File: src/rtl/ether_tx_sched.sv
// Two-source frame scheduler for the ether_tx command port: round-robin grant,
// SETSIZE / SETDATA* / SEND sequencing over the etx_ready toggle handshake.
module ether_tx_sched #(
  parameter logic [31:0] XOR_INIT  = 32'hffffffff,
  parameter int          MAX_WORDS = 376,
  parameter int          TIMEOUT   = 4096
) (
  input  logic        ets_clk,
  input  logic        ets_rst_n,
  input  logic [1:0]  ets_req,
  input  logic [8:0]  ets_size0,
  input  logic [8:0]  ets_size1,
  input  logic [31:0] ets_data0,
  input  logic [31:0] ets_data1,
  input  logic [1:0]  ets_valid,
  output logic [1:0]  ets_take,
  output logic [1:0]  ets_done,
  output logic [1:0]  ets_err,
  output logic        ets_busy,
  output logic        etx_cs,
  output logic [3:0]  etx_cmd,
  output logic [31:0] etx_data,
  input  logic        etx_ready
);

  localparam int              WD_W     = $clog2(TIMEOUT + 1);
  localparam logic [WD_W-1:0] WD_LOAD  = WD_W'(TIMEOUT);
  localparam logic [8:0]      MAX_SIZE = 9'(MAX_WORDS);

  localparam logic [3:0] CMD_SETSIZE = 4'd1;
  localparam logic [3:0] CMD_SETDATA = 4'd2;
  localparam logic [3:0] CMD_SEND    = 4'd3;
  localparam logic [3:0] CMD_SETXOR  = 4'd4;

  typedef enum logic [2:0] {
    S_INIT,
    S_IDLE,
    S_CHECK,
    S_SETSIZE,
    S_WAITW,
    S_SETDATA,
    S_SEND,
    S_DONE
  } state_t;

  state_t          state;
  logic            issuing;
  logic            rdy_ref;
  logic [WD_W-1:0] wd;
  logic            grant;
  logic            rr_ptr;
  logic [8:0]      size_q;
  logic [8:0]      words_left;

  logic ack;
  logic pick;

  assign ack = issuing && (etx_ready != rdy_ref);

  // rr_ptr names the requester that wins when both are asking.
  always_comb begin
    pick = ets_req[1];
    if (ets_req == 2'b11) pick = rr_ptr;
  end

  always_ff @(posedge ets_clk) begin
    if (!ets_rst_n) begin
      state      <= S_INIT;
      issuing    <= 1'b0;
      rdy_ref    <= etx_ready;
      wd         <= '0;
      grant      <= 1'b0;
      rr_ptr     <= 1'b0;
      size_q     <= '0;
      words_left <= '0;
      ets_take   <= '0;
      ets_done   <= '0;
      ets_err    <= '0;
      ets_busy   <= 1'b0;
      etx_cs     <= 1'b0;
      etx_cmd    <= '0;
      etx_data   <= '0;
    end else begin
      ets_take <= '0;
      ets_done <= '0;
      ets_err  <= '0;
      if (issuing) begin
        // cs must fall in the acknowledge cycle or ether_tx re-executes the command.
        if (ack) begin
          etx_cs  <= 1'b0;
          rdy_ref <= etx_ready;
          issuing <= 1'b0;
          case (state)
            S_INIT:    state <= S_IDLE;
            S_SETSIZE: state <= S_WAITW;
            S_SETDATA: begin
              words_left <= words_left - 9'd1;
              state      <= (words_left == 9'd1) ? S_SEND : S_WAITW;
            end
            S_SEND:    state <= S_DONE;
            default:   state <= S_IDLE;
          endcase
        end else if (wd == '0) begin
          etx_cs  <= 1'b0;
          rdy_ref <= etx_ready;
          issuing <= 1'b0;
          if (state != S_INIT) begin
            ets_done[grant] <= 1'b1;
            ets_err[grant]  <= 1'b1;
            ets_busy        <= 1'b0;
            rr_ptr          <= ~grant;
            state           <= S_IDLE;
          end
        end else begin
          wd <= wd - 1'b1;
        end
      end else begin
        case (state)
          S_INIT: begin
            etx_cmd  <= CMD_SETXOR;
            etx_data <= XOR_INIT;
            etx_cs   <= 1'b1;
            wd       <= WD_LOAD;
            issuing  <= 1'b1;
          end
          S_IDLE: begin
            if (ets_req != 2'b00) begin
              grant    <= pick;
              ets_busy <= 1'b1;
              size_q   <= pick ? ets_size1 : ets_size0;
              state    <= S_CHECK;
            end
          end
          S_CHECK: begin
            // Rejected frames still hand the tie-break to the other requester.
            if ((size_q == 9'd0) || (size_q > MAX_SIZE)) begin
              ets_done[grant] <= 1'b1;
              ets_err[grant]  <= 1'b1;
              ets_busy        <= 1'b0;
              rr_ptr          <= ~grant;
              state           <= S_IDLE;
            end else begin
              words_left <= size_q;
              state      <= S_SETSIZE;
            end
          end
          S_SETSIZE: begin
            etx_cmd  <= CMD_SETSIZE;
            etx_data <= {23'b0, size_q};
            etx_cs   <= 1'b1;
            wd       <= WD_LOAD;
            issuing  <= 1'b1;
          end
          S_WAITW: begin
            if (ets_valid[grant]) begin
              etx_data        <= grant ? ets_data1 : ets_data0;
              ets_take[grant] <= 1'b1;
              state           <= S_SETDATA;
            end
          end
          S_SETDATA: begin
            etx_cmd <= CMD_SETDATA;
            etx_cs  <= 1'b1;
            wd      <= WD_LOAD;
            issuing <= 1'b1;
          end
          S_SEND: begin
            etx_cmd  <= CMD_SEND;
            etx_data <= '0;
            etx_cs   <= 1'b1;
            wd       <= WD_LOAD;
            issuing  <= 1'b1;
          end
          S_DONE: begin
            ets_done[grant] <= 1'b1;
            ets_busy        <= 1'b0;
            rr_ptr          <= ~grant;
            state           <= S_IDLE;
          end
          default: state <= S_INIT;
        endcase
      end
    end
  end

endmodule

File: config.mk
export PLATFORM = sky130hd
export DESIGN_NAME = ether_tx_sched
export DESIGN_NICKNAME = d
export VERILOG_FILES = /design/src/rtl/ether_tx_sched.sv
export SDC_FILE = /design/constraint.sdc
export NUM_CORES = 1
export LEC_CHECK = 0
export ABC_AREA = 0
export CAP_MARGIN = 20
export CORE_MARGIN = 3
export CORE_UTILIZATION = 47
export CTS_CLUSTER_DIAMETER = 50
export DETAILED_ROUTE_END_ITERATION = 8
export GPL_TIMING_DRIVEN = 1
export PLACE_DENSITY_LB_ADDON = 0.05
export SYNTH_ARGS = -nofsm -noshare
export SYNTH_HDL_FRONTEND = slang
export SYNTH_SLANG_ARGS = --single-unit
File: constraint.sdc
create_clock -name ets_clk -period 2.9 [get_ports ets_clk]
set_input_delay 0.29 -clock ets_clk [delete_from_list [all_inputs] [get_ports ets_clk]]
set_output_delay 0.29 -clock ets_clk [all_outputs]
set_load 0.05 [all_outputs]
==> results of run 1 <==
[logic make-up (layout without fill, tap and decap cells)]
family                   Yosys count  after routing  synth area share [%]
adder cells (fa/ha/maj)            3              3                 0.864
flip-flops                        81             81                  37.6
multiplexers                      50             50                  12.6
AND/OR/NAND/NOR                  179            179                  20.8
buffers and inverters             54            174                  5.16
other                              1              1                0.0863
AO/OA/AOI/OAI                    150            150                  21.1
XOR/XNOR                           7              7                  1.76
[final timing paths]
check,cells after the start,endpoint,from
worst max-delay path,4,wd[5]$_SDFFE_PN0P_,state[2]$_SDFFE_PN0P_
worst min-delay path,3,words_left[2]$_SDFFE_PN0P_,ets_rst_n
worst max register to register,4,wd[5]$_SDFFE_PN0P_,state[2]$_SDFFE_PN0P_
worst min register to register,2,rr_ptr$_SDFFE_PN0P_,rr_ptr$_SDFFE_PN0P_
[worst min-delay path: stages]
cell and delay, ns:
buf_2 0.23, nand2_1 0.10, o211ai_1 0.07
[Yosys cell counts (2+ instances only)]
master,number
nor2b_1,7
nor2_1,66
dfxtp_1,80
a211oi_1,11
mux2i_1,12
o21ai_1,8
and2_1,4
a22oi_1,2
and3_1,2
buf_1,5
nor3b_1,3
nor4b_1,2
ha_1,3
nand3_1,9
xor2_1,3
o41ai_1,2
a221oi_1,9
nand3b_1,3
or3_1,8
mux2_2,38
a21oi_1,46
a31oi_1,9
or2_2,4
nor3_1,14
inv_1,13
nand4_1,3
or4_1,6
buf_2,5
nand2b_1,5
clkbuf_1,27
a41o_1,2
o211ai_1,4
xnor2_1,3
nand2_1,32
o311a_1,4
o21ai_0,44
buf_4,2
nor4_1,4
[routing by layer]
| metal | wire length, um | vias to the layer above |
|---|---|---|
| met1 | 5420 | 1969 |
| li1 | - | 2131 |
| met3 | 875 | 13 |
| met2 | 5720 | 115 |
| met5 | 0 | - |
| met4 | 168 | 0 |
[registers in the layout, indices dropped and copies added, names as in the netlist]
| signal | cells |
|---|---|
| ets_busy | 1 |
| ets_take | 2 |
| size_q | 9 |
| etx_data | 32 |
| grant | 1 |
| rr_ptr | 1 |
| state | 3 |
| ets_done | 2 |
| words_left | 9 |
| etx_cmd | 3 |
| rdy_ref | 1 |
| issuing | 1 |
| etx_cs | 1 |
| ets_err | 2 |
| wd | 13 |
[metrics by stage]
stage                     utilization [%]  hold slack, ns  worst slack, ns
after detailed placement             64.6           0.471            0.580
after global placement               64.6           0.456            0.657
after CTS                            67.1           0.384            0.628
after global routing                 67.1           0.402            0.493
after floorplan                         -           0.389            0.843
final                                67.1           0.392            0.615
[power by group through the flow]
stage	sequential, mW	clock [mW]	combinational (mW)
3_5_place_dp	1.85	0	3.34
6_report	1.84	0.878	3.37
4_1_cts	1.84	0.892	3.37
3_3_place_gp	1.83	0	3.31
2_1_floorplan	2.53	0	1.66
5_1_grt	1.90	0.935	3.64
[cell type report]
cell class | count | area, um2
repair buffers | 144 | 1400
clock buffers | 11 | 151
flip-flops and latches | 81 | 1630
fillers | 750 | 2920
inverters | 14 | 52.6
well taps | 108 | 135
multi-input cells | 390 | 2500
clock inverters | 5 | 62.6
==> results_dict.tcl, run 1 <==
set metrics [dict create \
    outcome "finished clean" \
    insertion_delay_ns 0.36 \
    post-route-min-period_ns 2.28 \
    p_comb_share_pct 55.3 \
    cts-hold-fix-buffers 0 \
    fp.dieW_um 102 \
    grt_use_total_pct 23.7 \
    cts_sinks 81 \
    p_int_mw 3.22 \
    synth_area_per_cell_um2 8.27 \
    place_congestion 0.818 \
    met3_usage_pct 7.58 \
    use_met1_pct 30.5 \
    drt-initial-drc-count 106 \
    layout_commonest_cell "clkdlybuf4s50_1" \
    cts_tree "yes" \
    postCtsSetupRepairBufs 0 \
    worst_pin_slew_ns 0.771 \
    ant_nets 0 \
    max_stage_delay_ns 0.68 \
    path_cells "xor3_1, o22a_4, or4b_1, a21oi_1" \
    peakVddDrop_mv 0.580 \
    p_leak_nw 2.34 \
    ys_top_cells_by_area "dfxtp_1 (37%), mux2_2 (9.9%), nor2_1 (5.7%)" \
    final_net_count 732 \
    dp_cells 737 \
    finClkSkew_ns 0.0159 \
    power_frac_seq_pct 30.3 \
    powerDensity_nw_per_um2 1030 \
    synth_cells 525 \
    crit_path_end_kind "register" \
    numPortBuffers 131 \
    fin_crit_sh_pct 78.8 \
    h-tree-depth 3 \
    drv_cap 0 \
    setup_viol 0 \
    yosys.area.top_type "dfxtp_1" \
    synth_enable_flop_cells 1 \
    synth_area_um2 4340 \
    wl_per_cell_um 16.2 \
    fp.dieH_um 102 \
    clk_pin_slew_ns 0.09 \
    syn_nets 617 \
    overflow 0 \
    critical_path_buf_inv_count 0 \
    finalInstanceArea_um2 5930 \
    grt_pass1_vias 4024 \
    synth_top_flop_cell "dfxtp_1" \
    ios 133 \
    criticalPathCategory "register to register" \
    fin_setup_tns_ns 0 \
    drt_wl_total_mm 12.2 \
    critical_path.top_delay_family "flip-flops" \
    rsz0062_at_grt "false" \
    layout.cells.non_filler 753 \
    cp_data_required_time_ns 3.19 \
    power_mw 6.08 \
    vias 4228 \
    grt_pass1_wl_mm 19.7 \
    ys_ff_latch 81 \
    drive_above_1_share_pct 12.4 \
    crit_fanout 19 \
    via_per_inst 5.61 \
    dp_hpwl_mm 8.88 \
    start_util_pct 49.1 \
    clk_path_buf_depth 2 \
    synth_cell_type_count 59 \
    switching_share_pct 47.1 \
    critPathLaunchType "register" \
    synth_top_area_share_pct 36.9 \
    worstPathArrival_ns 2.58 \
    grt_use_met2_pct 38.0 \
    p_clk_share_pct 14.4 \
    grt_antenna_before_repair 0 \
    antenna_cells 0 \
    grt_max_degree 42 \
    hp-class "primary input to register" \
    maxSlewHeadroom_pct 48.5 \
    seq_area_frac_synth_pct 37.6 \
    num_rows 34 \
    route.detailed.drc 0 \
    core-area_um2 8850 \
    drv_slew 0 \
    finalHoldViolations 0 \
    clockRootBuffer "clkbuf_8" \
    yosysWarnings 0 \
    areaGrowthSynthToFinish_pct 36.6 \
    switching_power_mw 2.87 \
    dpl_cell_area_um2 5720 \
    dr.pass1.iters 4 \
    fmax_mhz 438 \
    dieArea_um2 10400 \
    async_reset_ff_share_pct 0 \
    cts_buffers 9 \
    busiest_layer "met2" \
    worst-r2r-setup-slack_ns 0.62 \
    crit_slowest_cell "dfxtp_1" \
    final_cell_mix "clkdlybuf4s50_1 (130), dfxtp_1 (80), nor2_1 (66)" \
    post_cts_resized 0 \
]
Note: power is estimated with default switching activity, not from simulation.
==> inputs of run 2 (changes only) <==
- clock period: 2.9 -> 2.39 ns (I/O delays scaled with it)
==> run 2 against run 1 <==
  * Combinational power increased by 26%
  * Wire length grew 2.8%
  * Highest routed layer unchanged
  * Clock skew is 0.0073 ns lower
  * Critical path depth increased by 4
  * Core utilization is 1.5 points higher
  * Via count is 2.6% higher
  * Clock-buffer cell count is the same
  * Clock power is 48% higher
  * Cell count is 1.6% higher
  * Setup slack worse by 0.41 ns
  * Die area did not move
==> results_dict.tcl, run 2 (same netlist as run 1, synthesis figures left out) <==
set metrics [dict create \
    crit_path_end_kind "register" \
    top_register "etx_data" \
    fp.dieW_um 102 \
    h-tree-depth 3 \
    wl_per_cell_um 16.4 \
    drt-initial-drc-count 210 \
    crit_slowest_cell "or4b_1" \
    numPortBuffers 131 \
    ant_nets 0 \
    grt_antenna_before_repair 0 \
    final_cell_mix "clkdlybuf4s50_1 (130), dfxtp_1 (80), nor2_1 (66)" \
    r2r_start "wd[0]$_SDFFE_PN0P_" \
    critical_path.top_delay_family "simple AND/OR/NAND/NOR gates" \
    layout_commonest_cell "clkdlybuf4s50_1" \
    start_util_pct 49.1 \
    route.detailed.drc 0 \
    holdPathEnd "words_left[2]$_SDFFE_PN0P_" \
    worst-r2r-setup-slack_ns 0.21 \
    post_cts_resized 0 \
    core-area_um2 8850 \
    grt_pass1_wl_mm 20.5 \
    hold_depth 3 \
    dieArea_um2 10400 \
    dpl_cell_area_um2 5810 \
    post-route-min-period_ns 2.18 \
    overflow 0 \
    areaGrowthSynthToFinish_pct 39.7 \
    drive_above_1_share_pct 13.7 \
    critPathLaunchType "register" \
    via_per_inst 5.67 \
    clk_path_buf_depth 2 \
    place_congestion 0.848 \
    drt_wl_total_mm 12.5 \
    dp_cells 749 \
    worstPathArrival_ns 2.47 \
    drv_cap 0 \
    vias 4336 \
    ios 133 \
    postCtsSetupRepairBufs 0 \
    fmax_mhz 458 \
    critical_path_buf_inv_count 2 \
    finalHoldViolations 0 \
    max_stage_delay_ns 0.48 \
    crit_fanout 16 \
    fin_crit_sh_pct 91.4 \
    cts-hold-fix-buffers 0 \
    r2r-end "wd[5]$_SDFFE_PN0P_" \
    r2r_cells 8 \
    largest_register_ffs 32 \
    outcome "finished clean" \
    final_net_count 744 \
    dp_hpwl_mm 9.22 \
    cts_sinks 81 \
    criticalPathCategory "register to register" \
    hp-start "ets_rst_n" \
    cts_buffers 9 \
    power_mw 7.73 \
    dr.pass1.iters 5 \
    grt_pass1_vias 4111 \
    clk_pin_slew_ns 0.08 \
    layout.cells.non_filler 765 \
    peakVddDrop_mv 0.638 \
    num_rows 34 \
    powerDensity_nw_per_um2 1270 \
    cts_tree "yes" \
    grt_max_degree 42 \
    finalInstanceArea_um2 6070 \
    finClkSkew_ns 0.00856 \
    clockRootBuffer "clkbuf_8" \
    hp-class "primary input to register" \
    grt_use_total_pct 24.6 \
    rsz0062_at_grt "false" \
    cp_data_required_time_ns 2.67 \
    path_cells "inv_1, ha_1, or3b_1, nor4_4, buf_4, o22a_4, or4b_1, a21oi_1" \
    p_leak_nw 2.42 \
    final_core_util_pct 68.6 \
    antenna_cells 0 \
    setup_viol 0 \
    drv_slew 0 \
    fp.dieH_um 102 \
    worst_pin_slew_ns 0.717 \
    insertion_delay_ns 0.35 \
    fin_setup_tns_ns 0 \
    maxSlewHeadroom_pct 51.9 \
    largestRegisters "etx_data x32, wd x13" \
]
[run 2: where the power goes]
group          switching (mW)  internal (mW)
clock network           0.498          0.801
registers               0.377           1.81
logic                    2.60           1.64
[run 2: stage by stage]
stage          worst slack (ns)  hold WS (ns)
2_1_floorplan             0.333         0.338
3_3_place_gp              0.281         0.471
3_5_place_dp              0.212         0.479
4_1_cts                   0.204         0.270
5_1_grt                  0.0974         0.293
6_report                  0.207         0.275
[run 2: per-layer routing]
layer  track usage, %  vias up  share of wire (%)
li1                 -     2144                  -
met1             31.1     2023                 42
met2             40.1      145                 49
met4             7.97        0                2.2
met3             7.85       24                7.5
met5                0        -                  0
[run 2: cell type report]
type	count	area, um2
Inverter	14	52.6
Clock inverter	5	128
Timing Repair Buffer	156	1490
Clock buffer	11	131
Fill cell	744	2780
Tap cell	108	135
Sequential cell	81	1630
Multi-Input combinational cell	390	2500
[run 2: tightest hold or removal path, stage by stage]
cell and delay [ns]:
buf_2 0.17, nand2_1 0.09, o211ai_1 0.07
[run 2: how the worst max path moves through the flow]
stage	from	endpoint	slack (ns)	cells after the start
CTS	size_q[1]$_SDFFE_PN0P_	words_left[0]$_SDFFE_PN0P_	0.20	5
detailed placement	wd[0]$_SDFFE_PN0P_	wd[5]$_SDFFE_PN0P_	0.21	8
finish	wd[0]$_SDFFE_PN0P_	wd[5]$_SDFFE_PN0P_	0.21	8
global route	wd[0]$_SDFFE_PN0P_	wd[5]$_SDFFE_PN0P_	0.1	8
global placement	wd[0]$_SDFFE_PN0P_	wd[5]$_SDFFE_PN0P_	0.28	8
floorplan	wd[0]$_SDFFE_PN0P_	state[0]$_SDFFE_PN0P_	0.33	6
==> inputs of run 3 (changes only) <==
- SKIP_CTS_REPAIR_TIMING: default -> 1
==> results of run 3 <==
No change in the layout: final DEF, timing and power equal those of run 2.
